File: src/rtl/dot_product_engine_if.sv
// Start/base request, shared memory read port and result handshake of the
// dot-product engine. The engine takes the master view; the environment
// (requester, vector memory, result consumer) takes the slave view.
interface dot_product_engine_if #(
    parameter int DATA_WIDTH = 8,
    parameter int ADDR_WIDTH = 5,
    parameter int ACC_WIDTH  = 19
);
    logic                         start;
    logic [ADDR_WIDTH-1:0]        a_base;
    logic [ADDR_WIDTH-1:0]        b_base;
    logic                         busy;
    logic                         mem_rd_en;
    logic [ADDR_WIDTH-1:0]        mem_rd_addr;
    logic [DATA_WIDTH-1:0]        mem_rd_data;
    logic signed [ACC_WIDTH-1:0]  result;
    logic                         result_valid;
    logic                         result_ready;

    modport master (
        input  start, a_base, b_base, mem_rd_data, result_ready,
        output busy, mem_rd_en, mem_rd_addr, result, result_valid
    );

    modport slave (
        output start, a_base, b_base, mem_rd_data, result_ready,
        input  busy, mem_rd_en, mem_rd_addr, result, result_valid
    );
endinterface

File: src/rtl/dot_product_engine.sv
// Fetches A[i], B[i] through one shared read port (one-cycle read latency),
// accumulates the signed products over VEC_LEN elements and offers the sum
// on a valid/ready handshake.
//
// state   | meaning
// --------+---------------------------------------------------------
// IDLE    | waiting for start; bases latched, acc/idx cleared on start
// FETCH_A | read A[idx]
// FETCH_B | read B[idx]; A[idx] arrives and is captured into a_reg
// MAC     | B[idx] arrives; accumulate, advance or finish
// DONE    | result_valid high until result_ready
module dot_product_engine #(
    parameter int DATA_WIDTH = 8,
    parameter int ADDR_WIDTH = 5,
    parameter int VEC_LEN    = 8,
    parameter int ACC_WIDTH  = 19
) (
    input  logic                     clk,
    input  logic                     rst_n,
    dot_product_engine_if.master     bus_io
);
    localparam int IDX_W = $clog2(VEC_LEN) + 1;
    localparam int PROD_W = 2 * DATA_WIDTH;
    localparam logic [IDX_W-1:0] IDX_LAST = IDX_W'(VEC_LEN - 1);

    typedef enum logic [2:0] {IDLE, FETCH_A, FETCH_B, MAC, DONE} state_t;

    state_t                       state_q, state_d;
    logic [IDX_W-1:0]             idx_q, idx_d;
    logic [ADDR_WIDTH-1:0]        a_base_q, a_base_d;
    logic [ADDR_WIDTH-1:0]        b_base_q, b_base_d;
    logic [DATA_WIDTH-1:0]        a_reg_q, a_reg_d;
    logic signed [ACC_WIDTH-1:0]  acc_q, acc_d;
    logic signed [ACC_WIDTH-1:0]  result_q, result_d;

    logic                         rd_en;
    logic [ADDR_WIDTH-1:0]        rd_addr;
    logic [ADDR_WIDTH-1:0]        idx_addr;
    logic signed [PROD_W-1:0]     prod;
    logic signed [ACC_WIDTH-1:0]  prod_ext;

    // Index offset wraps with the address width, so vectors may cross the top of memory.
    assign idx_addr = ADDR_WIDTH'(idx_q);
    assign prod     = $signed(a_reg_q) * $signed(bus_io.mem_rd_data);
    assign prod_ext = {{(ACC_WIDTH - PROD_W){prod[PROD_W-1]}}, prod};

    // State and datapath registers, synchronous active-low reset.
    always_ff @(posedge clk) begin
        if (!rst_n) begin
            state_q  <= IDLE;
            idx_q    <= '0;
            a_base_q <= '0;
            b_base_q <= '0;
            a_reg_q  <= '0;
            acc_q    <= '0;
            result_q <= '0;
        end else begin
            state_q  <= state_d;
            idx_q    <= idx_d;
            a_base_q <= a_base_d;
            b_base_q <= b_base_d;
            a_reg_q  <= a_reg_d;
            acc_q    <= acc_d;
            result_q <= result_d;
        end
    end

    // Next-state, datapath update and read-port decode.
    always_comb begin
        state_d  = state_q;
        idx_d    = idx_q;
        a_base_d = a_base_q;
        b_base_d = b_base_q;
        a_reg_d  = a_reg_q;
        acc_d    = acc_q;
        result_d = result_q;
        rd_en    = 1'b0;
        rd_addr  = '0;
        case (state_q)
            IDLE: begin
                if (bus_io.start) begin
                    a_base_d = bus_io.a_base;
                    b_base_d = bus_io.b_base;
                    acc_d    = '0;
                    idx_d    = '0;
                    state_d  = FETCH_A;
                end
            end
            FETCH_A: begin
                rd_en   = 1'b1;
                rd_addr = a_base_q + idx_addr;
                state_d = FETCH_B;
            end
            FETCH_B: begin
                rd_en   = 1'b1;
                rd_addr = b_base_q + idx_addr;
                a_reg_d = bus_io.mem_rd_data;
                state_d = MAC;
            end
            MAC: begin
                if (idx_q < IDX_LAST) begin
                    acc_d   = acc_q + prod_ext;
                    idx_d   = idx_q + IDX_W'(1);
                    state_d = FETCH_A;
                end else begin
                    result_d = acc_q + prod_ext;
                    state_d  = DONE;
                end
            end
            DONE: begin
                if (bus_io.result_ready) begin
                    state_d = IDLE;
                end
            end
            default: state_d = IDLE;
        endcase
    end

    assign bus_io.mem_rd_en    = rd_en;
    assign bus_io.mem_rd_addr  = rd_addr;
    assign bus_io.busy         = (state_q != IDLE);
    assign bus_io.result_valid = (state_q == DONE);
    assign bus_io.result       = result_q;
endmodule

File: src/flat_wrapper.sv
// flat-port wrapper written by rule: the top's interface ports become plain ports
module dot_product_engine_flat 
#(
    parameter int DATA_WIDTH = 8,
    parameter int ADDR_WIDTH = 5,
    parameter int VEC_LEN    = 8,
    parameter int ACC_WIDTH  = 19
)
  (clk, rst_n, bus_io_start, bus_io_a_base, bus_io_b_base, bus_io_mem_rd_data, bus_io_result_ready, bus_io_busy, bus_io_mem_rd_en, bus_io_mem_rd_addr, bus_io_result, bus_io_result_valid);
  dot_product_engine_if #(.DATA_WIDTH(DATA_WIDTH), .ADDR_WIDTH(ADDR_WIDTH), .ACC_WIDTH(ACC_WIDTH)) bus_io_i ();
  input  logic clk;
  input  logic rst_n;
  input wire logic [$bits(bus_io_i.start)-1:0] bus_io_start;
  input wire logic [$bits(bus_io_i.a_base)-1:0] bus_io_a_base;
  input wire logic [$bits(bus_io_i.b_base)-1:0] bus_io_b_base;
  input wire logic [$bits(bus_io_i.mem_rd_data)-1:0] bus_io_mem_rd_data;
  input wire logic [$bits(bus_io_i.result_ready)-1:0] bus_io_result_ready;
  output wire logic [$bits(bus_io_i.busy)-1:0] bus_io_busy;
  output wire logic [$bits(bus_io_i.mem_rd_en)-1:0] bus_io_mem_rd_en;
  output wire logic [$bits(bus_io_i.mem_rd_addr)-1:0] bus_io_mem_rd_addr;
  output wire logic [$bits(bus_io_i.result)-1:0] bus_io_result;
  output wire logic [$bits(bus_io_i.result_valid)-1:0] bus_io_result_valid;
  assign bus_io_i.start = bus_io_start;
  assign bus_io_i.a_base = bus_io_a_base;
  assign bus_io_i.b_base = bus_io_b_base;
  assign bus_io_i.mem_rd_data = bus_io_mem_rd_data;
  assign bus_io_i.result_ready = bus_io_result_ready;
  assign bus_io_busy = bus_io_i.busy;
  assign bus_io_mem_rd_en = bus_io_i.mem_rd_en;
  assign bus_io_mem_rd_addr = bus_io_i.mem_rd_addr;
  assign bus_io_result = bus_io_i.result;
  assign bus_io_result_valid = bus_io_i.result_valid;
  dot_product_engine #(.DATA_WIDTH(DATA_WIDTH), .ADDR_WIDTH(ADDR_WIDTH), .VEC_LEN(VEC_LEN), .ACC_WIDTH(ACC_WIDTH)) u_core (.clk(clk), .rst_n(rst_n), .bus_io(bus_io_i));
endmodule
File: config.mk
export PLATFORM = sky130hd
export DESIGN_NAME = dot_product_engine_flat
export DESIGN_NICKNAME = d
export VERILOG_FILES = /design/src/rtl/dot_product_engine_if.sv /design/src/rtl/dot_product_engine.sv /design/src/flat_wrapper.sv
export SDC_FILE = /design/constraint.sdc
export NUM_CORES = 1
export LEC_CHECK = 0
export BUFFER_PORTS_ARGS = -buffer_cell sky130_fd_sc_hd__buf_2
export CAP_MARGIN = 10
export CORE_MARGIN = 2
export CORE_UTILIZATION = 50
export CTS_CLUSTER_DIAMETER = 120
export DETAILED_ROUTE_END_ITERATION = 10
export PLACE_DENSITY_LB_ADDON = 0.3
export SYNTH_ARGS = -nofsm -noshare
export SYNTH_HDL_FRONTEND = slang
export SYNTH_SLANG_ARGS = --single-unit
File: constraint.sdc
create_clock -name clk -period 7.9 [get_ports clk]
set_input_delay 0.79 -clock clk [delete_from_list [all_inputs] [get_ports clk]]
set_output_delay 0.79 -clock clk [all_outputs]
set_load 0.1 [all_outputs]
==> impl_results.md <==
* Fin. Hold Viols at 0
* Number of synthesized flops with an enable pin at 0
* Total track usage at 23.0%
* Ant. Diodes at 0
* Vias at between 4000 and 5000
* Nature of the critical path startpoint: input pin
* Root buf cell: clkbuf_16
* Syn avg cell area at about 8.7 µm²
* RSZ-0062 raised after global routing: no
* Hold path depth at 2
* Netlist cell types at 57
* Clock slew at reported path FFs at about 50 ps
* Period minus WS final at about 5800 ps
* Tcrit/Tclk final at 73.1%
* Residual DRC at 0
* Setup TNS Final at 0 ps
* Syn_nets at 853
* Fin area at 6680 µm²
* Clock tree sinks at 63
* Global route total overflow at 0
* Share of layout cells above drive strength 1 at between 10 and 15%
* Later-pin clock latency in the skew report at about 330 ps
* Ranking of synthesized cells by area: fa_1 28%, dfxtp_1 21%, ha_1 10%, inv_1 7.0%, nand2_1 6.9%
* Met2 wire length at just under 7000 µm
* DR top layer: met4
* DR vias/cell at roughly 5.4
* Warnings, synthesis at 0
* Critical Path AT at 5930 ps
* IO buf count at 48
* Final nets at between 800 and 900
* Largest net degree at the start of global routing at 52
* Min Hold Slack at around 450 ps
* Metal-1 WL at about 6000 µm
* Status: finished, final reports clean
* Part of the power in registers at a little over a quarter
* Drt pass-1 iters at 4
* Max-slew violations at 0
* Row count at 40
* Final GP Congestion at around 0.9
* Routed len/inst at 15.5 µm
* CP Data Required Time at just over 8000 ps
* Net Sw Power at 0.000523 W
* PD cells at 199 nW/µm²
* CP Capture Type: register
* Core area at 11900 µm²
* Synthesized area at 6060 µm²
* Initial drt markers at approximately 260
* Die height at around 110 µm
* Clock Power Share at 30.2%
* Die area at about 13000 µm²
* CP max FO at 12
* # Max-Cap Violations at 0
* Syn Inst Count at 697
* Worst R2R Path Depth at 15
* Non-filler cells, final at roughly 900
* Critical path start-end classification: in -> reg
* Sw frac at ~39%
* Die Width at approximately 110 µm
* Initial antenna violation count at 0
* Routed WL at roughly 14000 µm
* Static Leakage at approximately 3.3 nW
* Hold crit path type: reg -> reg
* Fmax achieved at 173 MHz
* Least-Margin Pin Slew at ~1200 ps
* Asr flop ratio synth at 0%
* First-pass GRT wire length at roughly 24000 µm
* Slew headroom at a little under a fifth
* Logic pwr share at a little over two fifths
* Number of hold buffers added after cts at 0
* DPL Wire Length at between 10000 and 15000 µm
* CTS Buffer Depth at 2
* CTS Buf Count at 9
* Total chip power at ~0.0013 W
* Final setup fails at 0
* TritonCTS clock tree: built
* Register area share after synthesis at between 20% and 30%
* Dpl cells at a little under 900
* CTS H-tree lvls at 3
* Placed inst area at 6380 µm²
* ANT nets after route at 0
* Initial Util at 50.9%
* Post-CTS setup buffers at 0
* Yosys top cell by area: fa_1
* Post-synth top area share at 28.1%
* Met3 WL at 520 µm
* Pint at between 0.0008 and 0.0009 W
* Io pins at 49
* Vias in the first global route at 4972
* Area Growth Syn to Fin at 10.2%
* Top FF cell, synth: dfxtp_1
* Seq cells post-synth at 63
* Maximum VDD drop at roughly 0.00014 V
* Worst Skew at 4.39 ps
* Cts repair resizes at 0
-- routing by layer --
| metal | up-vias | track usage [%] |
|---|---|---|
| met5 | - | 0 |
| met4 | 0 | 6.59 |
| met3 | 23 | 3.23 |
| met2 | 95 | 39.3 |
| met1 | 2328 | 30.7 |
| li1 | 2265 | - |
-- cells in the mapped netlist (all sizes together), types with 2 or more instances --
master,count
a21o,8
ha,49
o211ai,2
nor2,39
clkbuf,22
nand2,111
fa,85
a2111oi,2
dfxtp,63
nor3,8
nor3b,2
and2,36
a211oi,7
o21ai,16
nand2b,4
o21bai,3
or2,2
a22oi,11
inv,114
nand4,3
nor2b,2
a21oi,42
xnor2,15
buf,7
xor2,7
nand3,12
or3,7
-- critical path, stage by stage --
cell and delay [ps]:
buf_2 200, and2_1 670, inv_1 130, fa_1 510
inv_1 50, fa_1 480, fa_1 520, fa_1 520
fa_1 490, ha_1 370, o21ai_0 170, o211ai_1 280
nand4_1 250, a31o_2 300, nand4_1 90, o221ai_1 130
-- placed cells by master (no fill, tap or decap), types with 3 or more instances in the layout --
cell	Yosys	routed
ha_1	49	49
and2_1	35	35
xor2_1	7	7
a21o_1	7	7
inv_1	113	113
o21bai_1	3	3
nand3_1	12	12
clkbuf_16	0	9
dfxtp_1	63	63
a22oi_1	11	11
nor3_1	8	8
fa_1	85	85
xnor2_1	15	15
a21oi_1	41	41
nand2b_1	4	4
nand2_1	111	111
nor2_1	37	37
a211oi_1	6	6
o21ai_0	13	13
nand4_1	3	3
or3_1	7	7
buf_2	5	48
-- flip-flops by register name (all words and copies together) (netlist names) --
name and cells:
u_core.a_reg_q 8, u_core.a_base_q 5, u_core.acc_q 19, u_core.state_q 3, u_core.b_base_q 5, u_core.bus_io.result 19
u_core.idx_q 4
-- power groups by stage --
stage | clock network, W | logic (W) | registers [W]
floorplan | 0 | 0.000448 | 0.000343
global placement | 0 | 0.000564 | 0.000351
detailed placement | 0 | 0.000577 | 0.000352
CTS | 0.000405 | 0.000583 | 0.000345
global route | 0.000418 | 0.000656 | 0.000347
finish | 0.000401 | 0.000579 | 0.000345
-- logic make-up after synthesis --
family,after synthesis,synth area share [%]
compound gates,105,11.3
simple gates,229,17.2
xor+xnor,22,3.18
fa+ha+maj,134,38.2
mux,1,0.165
buf+inv,143,9.03
flops,63,20.8
-- final cells by class --
class | instances | area (µm²)
sequential | 63 | 1260
tap | 147 | 184
multi-input combinational | 491 | 4250
timing repair buffer | 50 | 255
inverter | 114 | 428
fill | 1113 | 5240
clock inverter | 3 | 42.5
clock buffer | 12 | 256
-- stage by stage --
step / setup WS [ps] / utilization [%]
after floorplan: 2130 / -
after global placement: 1920 / 53.5
after detailed placement: 1820 / 53.5
after CTS: 2120 / 56.1
after global routing: 1730 / 56.1
final: 2130 / 56.1
-- final timing paths --
check | start | end | slack [ps]
worst max-delay path | bus_io_mem_rd_data[0] | u_core.bus_io.result[17] | 2130
worst min-delay path | u_core.bus_io.result[8] | u_core.bus_io.result[8] | 450
worst max register to register | u_core.a_reg_q[7] | u_core.bus_io.result[17] | 2270
worst min register to register | u_core.bus_io.result[8] | u_core.bus_io.result[8] | 450
Power figures use the tool's default switching activity.
